==> config.mk <==
export PLATFORM = sky130hd
export DESIGN_NAME = iomem_interconnect
export DESIGN_NICKNAME = d
export VERILOG_FILES = /design/src/rtl/iomem_pkg.sv /design/src/rtl/iomem_watchdog.sv /design/src/rtl/iomem_interconnect.sv
export SDC_FILE = /design/constraint.sdc
export NUM_CORES = 1
export LEC_CHECK = 0
export BUFFER_PORTS_ARGS = -buffer_cell sky130_fd_sc_hd__buf_4
export CORE_AREA = 8 8 166 168
export CTS_BUF_LIST = sky130_fd_sc_hd__clkbuf_16
export CTS_CLUSTER_DIAMETER = 60
export CTS_CLUSTER_SIZE = 40
export DETAILED_ROUTE_END_ITERATION = 16
export DIE_AREA = 0 0 174 176
export PLACE_DENSITY_LB_ADDON = 0.12
export REMOVE_ABC_BUFFERS = 1
export SLEW_MARGIN = 10
export SYNTH_ARGS = -nofsm -noshare
export SYNTH_HDL_FRONTEND = slang
export SYNTH_SLANG_ARGS = --single-unit
export TNS_END_PERCENT = 20
==> constraint.sdc <==
create_clock -name clk -period 2.8 [get_ports clk]
set_input_delay 0.56 -clock clk [delete_from_list [all_inputs] [get_ports clk]]
set_output_delay 0.56 -clock clk [all_outputs]
set_load 0.02 [all_outputs]
==> src/rtl/iomem_pkg.sv <==
// Shared types and helpers for the iomem bus fabric (iomem_interconnect, iomem_watchdog).
package iomem_pkg;

    typedef enum logic [1:0] {
        ST_IDLE,
        ST_ACCESS,
        ST_RESP
    } iomem_state_t;

    localparam logic [31:0] IOMEM_ERR_RDATA = 32'hDEAD_BEEF;

    // Ceiling log2 clamped to at least 1 so single-entry indices still get a bit.
    function automatic int clog2(input int n);
        int w = 1;
        while ((1 << w) < n) w++;
        return w;
    endfunction

endpackage

==> src/rtl/iomem_watchdog.sv <==
// Saturating ACCESS-cycle counter; expired marks the last permitted cycle of an access.
module iomem_watchdog
    import iomem_pkg::*;
#(
    parameter int TIMEOUT_CYCLES = 255
) (
    input  logic clk,
    input  logic reset,
    input  logic load,
    input  logic enable,
    output logic expired
);
    localparam int CNT_W = clog2(TIMEOUT_CYCLES + 1);

    logic [CNT_W-1:0] count;

    always_ff @(posedge clk or posedge reset) begin
        if (reset)
            count <= '0;
        else if (load)
            count <= '0;
        else if (enable && count != CNT_W'(TIMEOUT_CYCLES))
            count <= count + CNT_W'(1);
    end

    // count holds the number of completed ACCESS cycles, so the TIMEOUT_CYCLES-th cycle is the last one.
    assign expired = (TIMEOUT_CYCLES != 0) && enable && (count == CNT_W'(TIMEOUT_CYCLES - 1));

endmodule

==> src/rtl/iomem_interconnect.sv <==
// iomem fabric: slot decode, registered per-slave valid, rdata mux, timeout-guarded completion.
// Optional sticky error interrupt and status/clear register enabled by `IOMEM_ERR_IRQ_EN.
module iomem_interconnect
    import iomem_pkg::*;
#(
    parameter int          NUM_SLAVES     = 8,
    parameter int          BASE_SHIFT     = 24,
    parameter int          SLOT_BASE      = 'h03,
    parameter int          TIMEOUT_CYCLES = 255,
    parameter logic [31:0] ERR_RDATA      = IOMEM_ERR_RDATA
) (
    input  logic                     clk,
    input  logic                     reset,
    input  logic                     m_valid,
    output logic                     m_ready,
    input  logic [31:0]              m_addr,
    input  logic [31:0]              m_wdata,
    input  logic [3:0]               m_wstrb,
    output logic [31:0]              m_rdata,
    output logic [NUM_SLAVES-1:0]    s_valid,
    output logic [31:0]              s_addr,
    output logic [31:0]              s_wdata,
    output logic [3:0]               s_wstrb,
    input  logic [NUM_SLAVES-1:0]    s_ready,
    input  logic [32*NUM_SLAVES-1:0] s_rdata,
    output logic                     err_irq
);
    localparam int FIELD_W = 32 - BASE_SHIFT;
    localparam int SLOT_W  = clog2(NUM_SLAVES);

    iomem_state_t      state;
    logic [SLOT_W-1:0] slot;
    logic [FIELD_W-1:0] field;
    logic [FIELD_W:0]  field_off;
    logic              mapped;
    logic              sel_ready;
    logic [31:0]       sel_rdata;
    logic              wd_expired;

    assign s_addr  = m_addr;
    assign s_wdata = m_wdata;
    assign s_wstrb = m_wstrb;

    // One extra bit makes addresses below SLOT_BASE wrap to large values and fail the range test.
    assign field     = m_addr[31:BASE_SHIFT];
    assign field_off = {1'b0, field} - (FIELD_W + 1)'(SLOT_BASE);
    assign mapped    = field_off < (FIELD_W + 1)'(NUM_SLAVES);
    assign sel_ready = s_ready[slot];
    assign sel_rdata = s_rdata[32*slot +: 32];

    iomem_watchdog #(
        .TIMEOUT_CYCLES(TIMEOUT_CYCLES)
    ) u_watchdog (
        .clk    (clk),
        .reset  (reset),
        .load   (state != ST_ACCESS),
        .enable (state == ST_ACCESS),
        .expired(wd_expired)
    );

`ifdef IOMEM_ERR_IRQ_EN
    logic decode_seen;
    logic timeout_seen;
    logic csr_hit;

    assign csr_hit = {1'b0, field} == (FIELD_W + 1)'(SLOT_BASE + NUM_SLAVES);
    assign err_irq = decode_seen | timeout_seen;
`else
    assign err_irq = 1'b0;
`endif

    always_ff @(posedge clk or posedge reset) begin
        if (reset) begin
            state   <= ST_IDLE;
            m_ready <= 1'b0;
            m_rdata <= '0;
            s_valid <= '0;
            slot    <= '0;
`ifdef IOMEM_ERR_IRQ_EN
            decode_seen  <= 1'b0;
            timeout_seen <= 1'b0;
`endif
        end else begin
            m_ready <= 1'b0;
            case (state)
                // The master still holds m_valid during the m_ready cycle; that must not start a new access.
                ST_IDLE: begin
                    if (m_valid && !m_ready) begin
                        if (mapped) begin
                            slot    <= field_off[SLOT_W-1:0];
                            s_valid <= NUM_SLAVES'(1) << field_off[SLOT_W-1:0];
                            state   <= ST_ACCESS;
                        end
`ifdef IOMEM_ERR_IRQ_EN
                        else if (csr_hit) begin
                            m_rdata <= {30'b0, timeout_seen, decode_seen};
                            if (|m_wstrb) begin
                                decode_seen  <= 1'b0;
                                timeout_seen <= 1'b0;
                            end
                            state <= ST_RESP;
                        end
`endif
                        else begin
                            m_rdata <= ERR_RDATA;
                            state   <= ST_RESP;
`ifdef IOMEM_ERR_IRQ_EN
                            decode_seen <= 1'b1;
`endif
                        end
                    end
                end
                ST_ACCESS: begin
                    if (!m_valid) begin
                        s_valid <= '0;
                        state   <= ST_IDLE;
                    end else if (sel_ready) begin
                        m_rdata <= sel_rdata;
                        s_valid <= '0;
                        state   <= ST_RESP;
                    end else if (wd_expired) begin
                        m_rdata <= ERR_RDATA;
                        s_valid <= '0;
                        state   <= ST_RESP;
`ifdef IOMEM_ERR_IRQ_EN
                        timeout_seen <= 1'b1;
`endif
                    end
                end
                ST_RESP: begin
                    m_ready <= 1'b1;
                    state   <= ST_IDLE;
                end
                default: state <= ST_IDLE;
            endcase
        end
    end

endmodule

==> results of run 1 <==
path summary, 6_finish.rpt:
path,from,cells after the start,to
max,state[0]$_DFFE_PP0P_,5,s_valid[6]$_DFFE_PP0P_
min,reset,2,m_rdata[5]$_DFFE_PP0P_
max reg2reg,state[0]$_DFFE_PP0P_,5,s_valid[6]$_DFFE_PP0P_
min reg2reg,m_rdata[24]$_DFFE_PP0P_,1,m_rdata[24]$_DFFE_PP0P_
max in group asynchronous,reset,3,m_rdata[29]$_DFFE_PP0P_
min in group clk,m_valid,3,state[0]$_DFFE_PP0P_
metrics by stage:
stage	setup WS, ns	instance area, um2
2_1_floorplan	-1.87	4280
3_3_place_gp	0.182	7210
3_5_place_dp	0.177	7210
4_1_cts	0.483	7380
5_1_grt	0.346	7380
6_report	0.495	7380
cell type report:
class	instances	share of cell area, %
Multi-Input combinational cell	224	39.4
Timing Repair Buffer	330	33.9
Sequential cell	54	18.4
Tap cell	330	5.60
Clock buffer	5	1.70
Clock inverter	3	0.611
Inverter	6	0.339
sequential cells by signal, summed over array words and instances (netlist names):
| signal | cells |
|---|---|
| state | 2 |
| u_watchdog.count | 8 |
| m_ready | 1 |
| slot | 3 |
| s_valid | 8 |
| m_rdata | 32 |
worst max-delay path, stage by stage (launching register included):
cell      delay (ns)
dfrtp_1         0.44
or4_4           0.57
a221oi_4        0.23
nand3_2         0.36
and3_1          0.32
a211o_1         0.26
Yosys cell counts, types with 2 or more instances:
library cell	count
buf_4	72
buf_6	8
xor2_1	3
nand2b_1	2
a2bb2oi_2	23
o21ai_0	5
nor3_1	9
mux4_2	66
xnor2_1	3
and4_1	2
clkbuf_1	11
and3_1	11
nand4_1	2
nor2b_1	2
a21oi_1	2
mux2_2	9
ha_1	7
nor2_1	8
dfrtp_1	54
a31oi_1	3
nand2_1	11
a22o_1	8
a211o_1	8
buf_2	8
mux2i_1	24
inv_1	5
nand3_1	2
power breakdown:
| group | switching [W] | internal (W) | leakage [nW] | total, W |
|---|---|---|---|---|
| Clock | 0.000315 | 0.000423 | 0.0760 | 0.000738 |
| Combinational | 0.000608 | 0.000892 | 2.52 | 0.00150 |
| Sequential | 0.0000487 | 0.000809 | 0.619 | 0.000857 |
| Total | 0.000972 | 0.00212 | 3.22 | 0.00310 |
routing by layer:
metal  global-route usage, %  share of wire [%]  vias up
met4                    2.14               0.92        4
li1                        -                  -     1907
met1                    16.4                 37     2103
met3                    12.9                 17       15
met5                    6.56                1.0        -
met2                    23.0                 44      280
logic make-up after synthesis:
kind of cell             share of synthesized area (%)
multiplexers                                      36.9
flip-flops                                        27.0
buffers and inverters                             14.8
adder cells (fa/ha/maj)                           1.75
other                                           0.0751
AND/OR/NAND/NOR                                   5.71
AO/OA/AOI/OAI                                     12.7
XOR/XNOR                                          1.05
==> flow_summary.yaml, run 1 <==
timing:
  clock.fmax_ghz: 0.434
  slew_violations: 0
  hold_ws_ns: 0.293
  setup_violations: 0
  post-route-period-util_pct: 82.3
  rsz0062_at_grt: "false"
  finalHoldViolations: 0
  fin_tns_setup_ns: 0
  period_needed_ns: 2.30
  fin_skew_ns: 0.00703
  worstMarginPinSlew_ns: 0.648
  relSlewSlack_pct: 56.8
clocking:
  cts_tree: "yes"
  ctsResizeCount: 0
  insertion_delay_ns: 0.30
  clockBufferDepth: 2
  clk_pin_slew_ns: 0.07
  post_cts_buffers: 0
  numCtsBuffers: 5
  clockRootBuffer: "clkbuf_16"
  cts.sinks: 54
  htree_num_levels: 2
  cts_hold_buf: 0
placement:
  placement.io_buffers: 323
  hpwl_mm: 20.8
  placedCellCount: 944
  gp_congestion: 0.760
global_routing:
  grt_usage_pct: 15.4
  grt_pass1_vias: 5175
  antenna_found_initial: 0
  globalRoute.totalOverflow: 0
  grt_start_max_net_pins: 66
  grt_pass1_wl_mm: 34.4
synth:
  async_flop_share_pct: 100
  yosys-top-cells-area: "mux4_2 30%, dfrtp_1 27%, buf_4 11%"
  ys_seq_elements: 54
  synthFlopType: "dfrtp_1"
  synth_top_area_share_pct: 29.8
  synth_edf_count: 0
  ys_seq_area_share_pct: 27.0
  synth_top_cell_by_area: "mux4_2"
  synth.distinct_cells: 42
  syn_area_mm2: 0.00500
  synth_warnings: 0
  syn_avg_cell_area_um2: 13.0
  synthCells: 383
critical_path:
  required_ns: 2.99
  worstPathMaxFanout: 22
  critPathKind: "flip-flop to flip-flop"
  critPathCaptureType: "flip-flop"
  worstSetupStartpointType: "flip-flop"
  rrSetupSlack_ns: 0.50
  crit_arrival_ns: 2.50
layout:
  nets: 963
  instances_no_fill: 952
  multi_input_area_mm2: 0.00291
  fillerInstances: 2595
  area_growth_syn_to_layout_pct: 47.7
  final_common_cell: "buf_4"
  layout_common_cells: "328 x buf_4, 66 x mux4_2, 51 x dfrtp_1, 24 x mux2i_1, 23 x a2bb2oi_2"
  post-route-util_pct: 29.7
  layout-drive-gt1-share_pct: 72.0
  regArea_mm2: 0.00136
  n_antenna_cell: 0
drt:
  finalWirelength_mm: 24.4
  vias: 4309
  via_per_inst: 4.53
  drtPass1Iterations: 4
  wl_per_cell_um: 25.6
  final_antenna_net_count: 0
  drc_errors: 0
  drt_iter0_drc: 117
floorplan:
  design.core.area_mm2: 0.0248
  dieArea_mm2: 0.0306
  ioPinCount: 445
  die_w_um: 174
  fp.dieH_um: 176
  row_count: 58
  initial_core_util_pct: 20.1
power_and_ir_drop:
  ir_drop_mv: 0.290
  finalPower_w: 0.00310
  power_leakage_nw: 3.22
  powerDensity_mw_per_mm2: 420
outcome:
  status: "completed"
hold_path:
  holdCritPathClass: "primary input to asynchronous set/reset pin"
run:
  cap_violations: 0
Power figures use the tool's default switching activity.
==> run 2, diff against run 1 <==
--- a/config.mk
+++ b/config.mk
@@ -5,13 +5,14 @@
 export SDC_FILE = /design/constraint.sdc
 export NUM_CORES = 1
 export LEC_CHECK = 0
+export ABC_AREA = 1
 export BUFFER_PORTS_ARGS = -buffer_cell sky130_fd_sc_hd__buf_4
-export CORE_AREA = 8 8 166 168
+export CORE_AREA = 8 8 169 171
 export CTS_BUF_LIST = sky130_fd_sc_hd__clkbuf_16
 export CTS_CLUSTER_DIAMETER = 60
 export CTS_CLUSTER_SIZE = 40
 export DETAILED_ROUTE_END_ITERATION = 16
-export DIE_AREA = 0 0 174 176
+export DIE_AREA = 0 0 177 179
 export PLACE_DENSITY_LB_ADDON = 0.12
 export REMOVE_ABC_BUFFERS = 1
 export SLEW_MARGIN = 10
==> constraint.sdc (replaced) <==
create_clock -name clk -period 2.4 [get_ports clk]
set_input_delay 0.48 -clock clk [delete_from_list [all_inputs] [get_ports clk]]
set_output_delay 0.48 -clock clk [all_outputs]
set_load 0.02 [all_outputs]
==> run 2 against run 1 <==
- sequential power grew 52%
- area after synthesis grew 16%
- final area grew 10%
- sequential share of layout area shrank 1.7 points
- worst setup slack lost 0.026 ns
- global-route usage grew 3.9 points
- utilization grew 1.9 points
- critical endpoint is now m_rdata[19]$_DFFE_PP0P_
- clock-buffer cell count is the same
- via count grew 59%
- worst hold slack lost 0.065 ns
==> flow_summary.yaml, run 2 <==
clocking:
  insertion_delay_ns: 0.31
  cts_tree: "yes"
  htree_num_levels: 2
  ctsResizeCount: 0
  numCtsBuffers: 5
  cts.sinks: 54
  clockRootBuffer: "clkbuf_16"
  cts_hold_buf: 0
  clockBufferDepth: 2
  clk_pin_slew_ns: 0.08
  post_cts_buffers: 0
drt:
  via_per_inst: 4.32
  met1_length_mm: 11.8
  met3_length_mm: 6.02
  final_antenna_net_count: 0
  wl_met2_mm: 13.5
  wl_per_cell_um: 20.0
  drt_iter0_drc: 298
  drc_errors: 0
  finalWirelength_mm: 31.8
  dr.max_layer_used: "met5"
  drtPass1Iterations: 4
  vias: 6852
critical_path:
  required_ns: 2.59
  worstPathMaxFanout: 18
  r2r-start: "slot[0]$_DFFE_PP0P_"
  r2r-end: "m_rdata[19]$_DFFE_PP0P_"
  critPathCaptureType: "flip-flop"
  crit_arrival_ns: 2.13
  worstSetupStartpointType: "flip-flop"
  r2r_cells: 11
  critPathKind: "flip-flop to flip-flop"
  rrSetupSlack_ns: 0.47
floorplan:
  fp.dieH_um: 179
  design.core.area_mm2: 0.0258
  ioPinCount: 445
  initial_core_util_pct: 22.4
  die_w_um: 177
  row_count: 59
  dieArea_mm2: 0.0317
timing:
  finalHoldViolations: 0
  slew_violations: 0
  relSlewSlack_pct: 63.3
  fin_tns_setup_ns: 0
  hold_ws_ns: 0.228
  worstMarginPinSlew_ns: 0.549
  post-route-period-util_pct: 80.5
  clock.fmax_ghz: 0.518
  fin_skew_ns: 0.0124
  period_needed_ns: 1.93
  setup_violations: 0
  rsz0062_at_grt: "false"
power_and_ir_drop:
  pwr-share-seq_pct: 21.6
  clockPowerShare_pct: 12.7
  p_switching_w: 0.00302
  ir_drop_mv: 0.417
  powerDensity_mw_per_mm2: 738
  power_leakage_nw: 4.39
  power.internal_w: 0.00299
  switching_share_pct: 50.3
  combPwrFrac_pct: 65.7
layout:
  layout-drive-gt1-share_pct: 29.5
  layout_common_cells: "363 x nand2_1, 334 x buf_4, 222 x nor2_1, 129 x o21ai_0, 52 x inv_1"
  post-route-util_pct: 31.6
  n_antenna_cell: 0
  regMostFlops: "m_rdata"
  final_common_cell: "nand2_1"
  area_growth_syn_to_layout_pct: 41.1
  largest_reg_flops: 32
  fillerInstances: 2973
  regArea_mm2: 0.00136
  top_regs: "m_rdata: 32 flops, s_valid: 8 flops, u_watchdog.count: 8 flops"
  multi_input_area_mm2: 0.00335
  nets: 1592
run:
  cap_violations: 0
synth:
  synth.distinct_cells: 30
  ys_seq_area_share_pct: 23.4
  synth_edf_count: 0
  synth_most_common_cell: "nand2_1"
  yosys-top-cells-area: "nand2_1 24%, dfrtp_1 23%, nor2_1 14%"
  synth_top_area_share_pct: 23.6
  synth_top_cell_by_area: "nand2_1"
  synth_warnings: 0
  ys_seq_elements: 54
  syn_avg_cell_area_um2: 5.60
  synthFlopType: "dfrtp_1"
  synth_commonest_cells: "363 x nand2_1, 222 x nor2_1, 129 x o21ai_0, 77 x buf_4"
  async_flop_share_pct: 100
  synthCells: 1030
  syn_area_mm2: 0.00577
global_routing:
  grt_start_max_net_pins: 73
  grt_usage_pct: 19.3
  grt_pass1_wl_mm: 45.8
  antenna_found_initial: 0
  grt_pass1_vias: 7109
  globalRoute.totalOverflow: 0
outcome:
  status: "completed"
placement:
  hpwl_mm: 26.1
  placement.io_buffers: 323
  gp_congestion: 0.759
hold_path:
  holdCritPathClass: "primary input to asynchronous set/reset pin"
## run 2: how the worst max path moves through the flow
stage / from / to / cells past startpoint
CTS: slot[0]$_DFFE_PP0P_ / m_rdata[19]$_DFFE_PP0P_ / 11
global route: slot[0]$_DFFE_PP0P_ / m_rdata[2]$_DFFE_PP0P_ / 11
detailed placement: m_addr[24] / m_rdata[16]$_DFFE_PP0P_ / 12
floorplan: slot[0]$_DFFE_PP0P_ / m_rdata[0]$_DFFE_PP0P_ / 9
finish: slot[0]$_DFFE_PP0P_ / m_rdata[19]$_DFFE_PP0P_ / 11
global placement: m_addr[24] / m_rdata[0]$_DFFE_PP0P_ / 12
## run 2: logic make-up (layout without fill, tap and decap cells)
family / Yosys count / count (layout) / share of synthesized area, %
buffers and inverters: 188 / 409 / 18.6
AND/OR/NAND/NOR: 623 / 623 / 42.4
AO/OA/AOI/OAI: 156 / 156 / 13.9
flip-flops: 54 / 54 / 23.4
adder cells (fa/ha/maj): 7 / 7 / 1.52
XOR/XNOR: 1 / 1 / 0.152
other: 1 / 1 / 0.0650
## run 2: final cells by class
| class | count | area share, % |
|---|---|---|
| multi-input cells | 788 | 41.1 |
| repair buffers | 341 | 32.5 |
| flip-flops and latches | 54 | 16.7 |
| well taps | 335 | 5.15 |
| inverters | 60 | 2.80 |
| clock buffers | 5 | 1.54 |
| clock inverters | 3 | 0.261 |
## run 2: per-stage QoR
stage | std cells | setup WS (ns) | instance area, um2 | total power [W]
after floorplan | 902 | -1.99 | 4920 | 0.00363
after global placement | 1578 | 0.432 | 8000 | 0.00535
after detailed placement | 1578 | 0.389 | 8000 | 0.00533
after CTS | 1586 | 0.435 | 8140 | 0.00614
after global routing | 1586 | 0.260 | 8140 | 0.00668
final | 1586 | 0.469 | 8140 | 0.00601
## run 2: layer usage
metal	GRT usage [%]	vias up
li1	-	3546
met1	19.8	2956
met2	29.7	330
met3	16.6	16
met4	2.45	4
met5	7.04	-
## run 2: worst max-delay path, cell delays in order (launching register included)
cell     delay (ns)
dfrtp_4        0.57
inv_4          0.23
nand2_1        0.08
nand2_1        0.06
nand2_1        0.05
nand3_2        0.09
nand3_4        0.14
inv_2          0.24
buf_12         0.18
nand2_1        0.06
nand2_1        0.06
nand2_1        0.04
## run 2: power by group through the flow
stage | clock, W | combinational, W | sequential (W)
after floorplan | 0 | 0.00196 | 0.00167
after CTS | 0.000810 | 0.00403 | 0.00131
after global routing | 0.000844 | 0.00450 | 0.00134
after global placement | 0 | 0.00403 | 0.00132
final | 0.000763 | 0.00395 | 0.00130
after detailed placement | 0 | 0.00402 | 0.00131
==> run 3, diff against run 2 <==
--- a/config.mk
+++ b/config.mk
@@ -7,12 +7,12 @@
 export LEC_CHECK = 0
 export ABC_AREA = 1
 export BUFFER_PORTS_ARGS = -buffer_cell sky130_fd_sc_hd__buf_4
-export CORE_AREA = 8 8 169 171
+export CORE_AREA = 8 8 168 170
 export CTS_BUF_LIST = sky130_fd_sc_hd__clkbuf_16
 export CTS_CLUSTER_DIAMETER = 60
 export CTS_CLUSTER_SIZE = 40
 export DETAILED_ROUTE_END_ITERATION = 16
-export DIE_AREA = 0 0 177 179
+export DIE_AREA = 0 0 176 178
 export PLACE_DENSITY_LB_ADDON = 0.12
 export REMOVE_ABC_BUFFERS = 1
 export SLEW_MARGIN = 10
==> constraint.sdc (replaced) <==
create_clock -name clk -period 1.7 [get_ports clk]
set_input_delay 0.34 -clock clk [delete_from_list [all_inputs] [get_ports clk]]
set_output_delay 0.34 -clock clk [all_outputs]
set_load 0.02 [all_outputs]
==> run 3 against run 2 <==
- fmax grew 16%
- first-iteration DRC count fell by 16%
- power up 45%
- critical path depth is 1 higher
- cell count increased by 1.5%
- routed wire length shrank 4.6%
- worst setup slack lost 0.43 ns
- worst hold slack got worse by 0.13 ns
- sequential power up 36%
- clock skew shrank 0.0040 ns
- clock-buffer cell count unchanged
- sequential share of layout area is 0.60 points lower
- critical endpoint is now m_rdata[16]$_DFFE_PP0P_
- largest power group unchanged
- highest routed layer unchanged
==> flow_summary.yaml, run 3 (same netlist as run 2, synthesis figures left out) <==
timing:
  fin_skew_ns: 0.00845
  fin_tns_setup_ns: 0
  rsz0062_at_grt: "true"
  post-route-period-util_pct: 97.9
  finalHoldViolations: 0
  slew_violations: 0
  period_needed_ns: 1.66
  setup_violations: 0
  clock.fmax_ghz: 0.601
layout:
  layout-drive-gt1-share_pct: 31.9
  top_regs: "m_rdata: 32 flops, s_valid: 8 flops, u_watchdog.count: 8 flops"
  post-route-util_pct: 33.0
  largest_reg_flops: 32
  design_area_mm2: 0.00845
  regMostFlops: "m_rdata"
  regArea_mm2: 0.00136
  final_common_cell: "nand2_1"
  layout_common_cells: "353 x nand2_1, 345 x buf_4, 219 x nor2_1, 126 x o21ai_0, 53 x inv_1"
  multi_input_area_mm2: 0.00340
  area_growth_syn_to_layout_pct: 46.4
  fillerInstances: 2916
  nets: 1613
clocking:
  cts.sinks: 54
  clockRootBuffer: "clkbuf_16"
  numCtsBuffers: 5
  cts_tree: "yes"
  htree_num_levels: 2
  cts_hold_buf: 0
  insertion_delay_ns: 0.30
  clk_pin_slew_ns: 0.08
  clockBufferDepth: 2
power_and_ir_drop:
  finalPower_w: 0.00873
  powerDensity_mw_per_mm2: 1030
  ir_drop_mv: 0.397
  power_leakage_nw: 4.53
placement:
  hpwl_mm: 24.8
  placement.io_buffers: 323
  gp_congestion: 0.762
  dpl_cell_area_mm2: 0.00823
floorplan:
  die_w_um: 176
  row_count: 59
  initial_core_util_pct: 22.5
  dieArea_mm2: 0.0313
  design.core.area_mm2: 0.0256
  fp.dieH_um: 178
  ioPinCount: 445
critical_path:
  crit_arrival_ns: 1.85
  crit_family: "simple AND/OR/NAND/NOR gates"
  cp.buffers_inverters: 3
  worstSetupStartpointType: "flip-flop"
  cp_slowest_cell: "dfrtp_4"
  critPathMaxStageDelay_ns: 0.52
  critPathCaptureType: "flip-flop"
  required_ns: 1.89
  worstPathMaxFanout: 16
  critPathKind: "flip-flop to flip-flop"
  crit_chain: "buf_12 > nand2_2 > nand2_1 > nand2_1 > nand3_2 > nand2_2 > nand2_2 > inv_2 > nor2_8 > buf_12 > nand2_1 > nand2_1"
  cpMostUsedCell: "nand2_1"
global_routing:
  antenna_found_initial: 2
  grt_start_max_net_pins: 60
  globalRoute.totalOverflow: 0
  grt_pass1_vias: 7258
  grt_pass1_wl_mm: 44.6
  grt_usage_pct: 18.7
drt:
  vias: 7008
  drc_errors: 0
  finalWirelength_mm: 30.3
  drtPass1Iterations: 4
  wl_per_cell_um: 18.8
  drt_iter0_drc: 251
  via_per_inst: 4.36
  final_antenna_net_count: 0
hold_path:
  holdCritPathClass: "primary input to asynchronous set/reset pin"
outcome:
  status: "completed"
run:
  cap_violations: 0
-- run 3: per-layer routing --
layer  global-route usage (%)  wire [um]  vias to the layer above
met2                     29.1      13100                      310
met4                     3.64        346                        4
met1                     21.2      12200                     3078
li1                         -          -                     3597
met5                     3.68        149                        -
met3                     11.9       4450                       19
-- run 3: what timing repair did --
action | CTS | global route
pin swaps | 0 | 1
endpoints found under the hold margin | 0 | 0
endpoints found under the setup margin | 18 | 42
gates resized for setup | 6 | 17
cloned | 0 | 0
buffers inserted | 0 | 2
-- run 3: layout make-up --
class / instances / share of cell area (%)
Clock buffer: 5 / 1.48
Timing Repair Buffer: 362 / 34.4
Tap cell: 335 / 4.96
Antenna cell: 2 / 0.0592
Clock inverter: 3 / 0.148
Inverter: 60 / 2.70
Sequential cell: 54 / 16.1
Multi-Input combinational cell: 788 / 40.2
-- run 3: worst reg2reg max path, cell delays in order (launching register included) --
cell,delay [ns]
dfrtp_4,0.52
buf_12,0.16
nand2_2,0.06
nand2_1,0.04
nand2_1,0.06
nand3_2,0.10
nand2_2,0.11
nand2_2,0.08
inv_2,0.11
nor2_8,0.05
buf_12,0.15
nand2_1,0.07
nand2_1,0.04
-- run 3: worst paths after layout --
kind                                              from                      end  slack, ns  cells past startpoint
worst max-delay path               slot[0]$_DFFE_PP0P_  m_rdata[16]$_DFFE_PP0P_       0.04                     12
worst min-delay path                             reset  m_rdata[24]$_DFFE_PP0P_       0.10                      3
worst max register to register     slot[0]$_DFFE_PP0P_  m_rdata[16]$_DFFE_PP0P_       0.04                     12
worst min register to register  s_valid[5]$_DFFE_PP0P_   s_valid[5]$_DFFE_PP0P_       0.48                      2
max in group asynchronous                        reset      slot[1]$_DFFE_PP0P_       1.30                      3
min in group clk                               m_valid     state[0]$_DFFE_PP0P_       0.42                      3
-- run 3: through the flow --
| stage | hold WS, ns | std cells | worst slack [ns] |
|---|---|---|---|
| after floorplan | 0.457 | 902 | -2.69 |
| after global placement | 0.434 | 1597 | -0.0613 |
| after detailed placement | 0.437 | 1597 | -0.0657 |
| after CTS | 0.119 | 1605 | -0.0000153 |
| after global routing | 0.126 | 1609 | -0.0676 |
| final | 0.103 | 1609 | 0.0363 |
-- run 3: where the power goes --
group,switching [W],internal (W)
Sequential,0.000215,0.00156
Combinational,0.00358,0.00236
Clock,0.000485,0.000536
Total,0.00428,0.00445
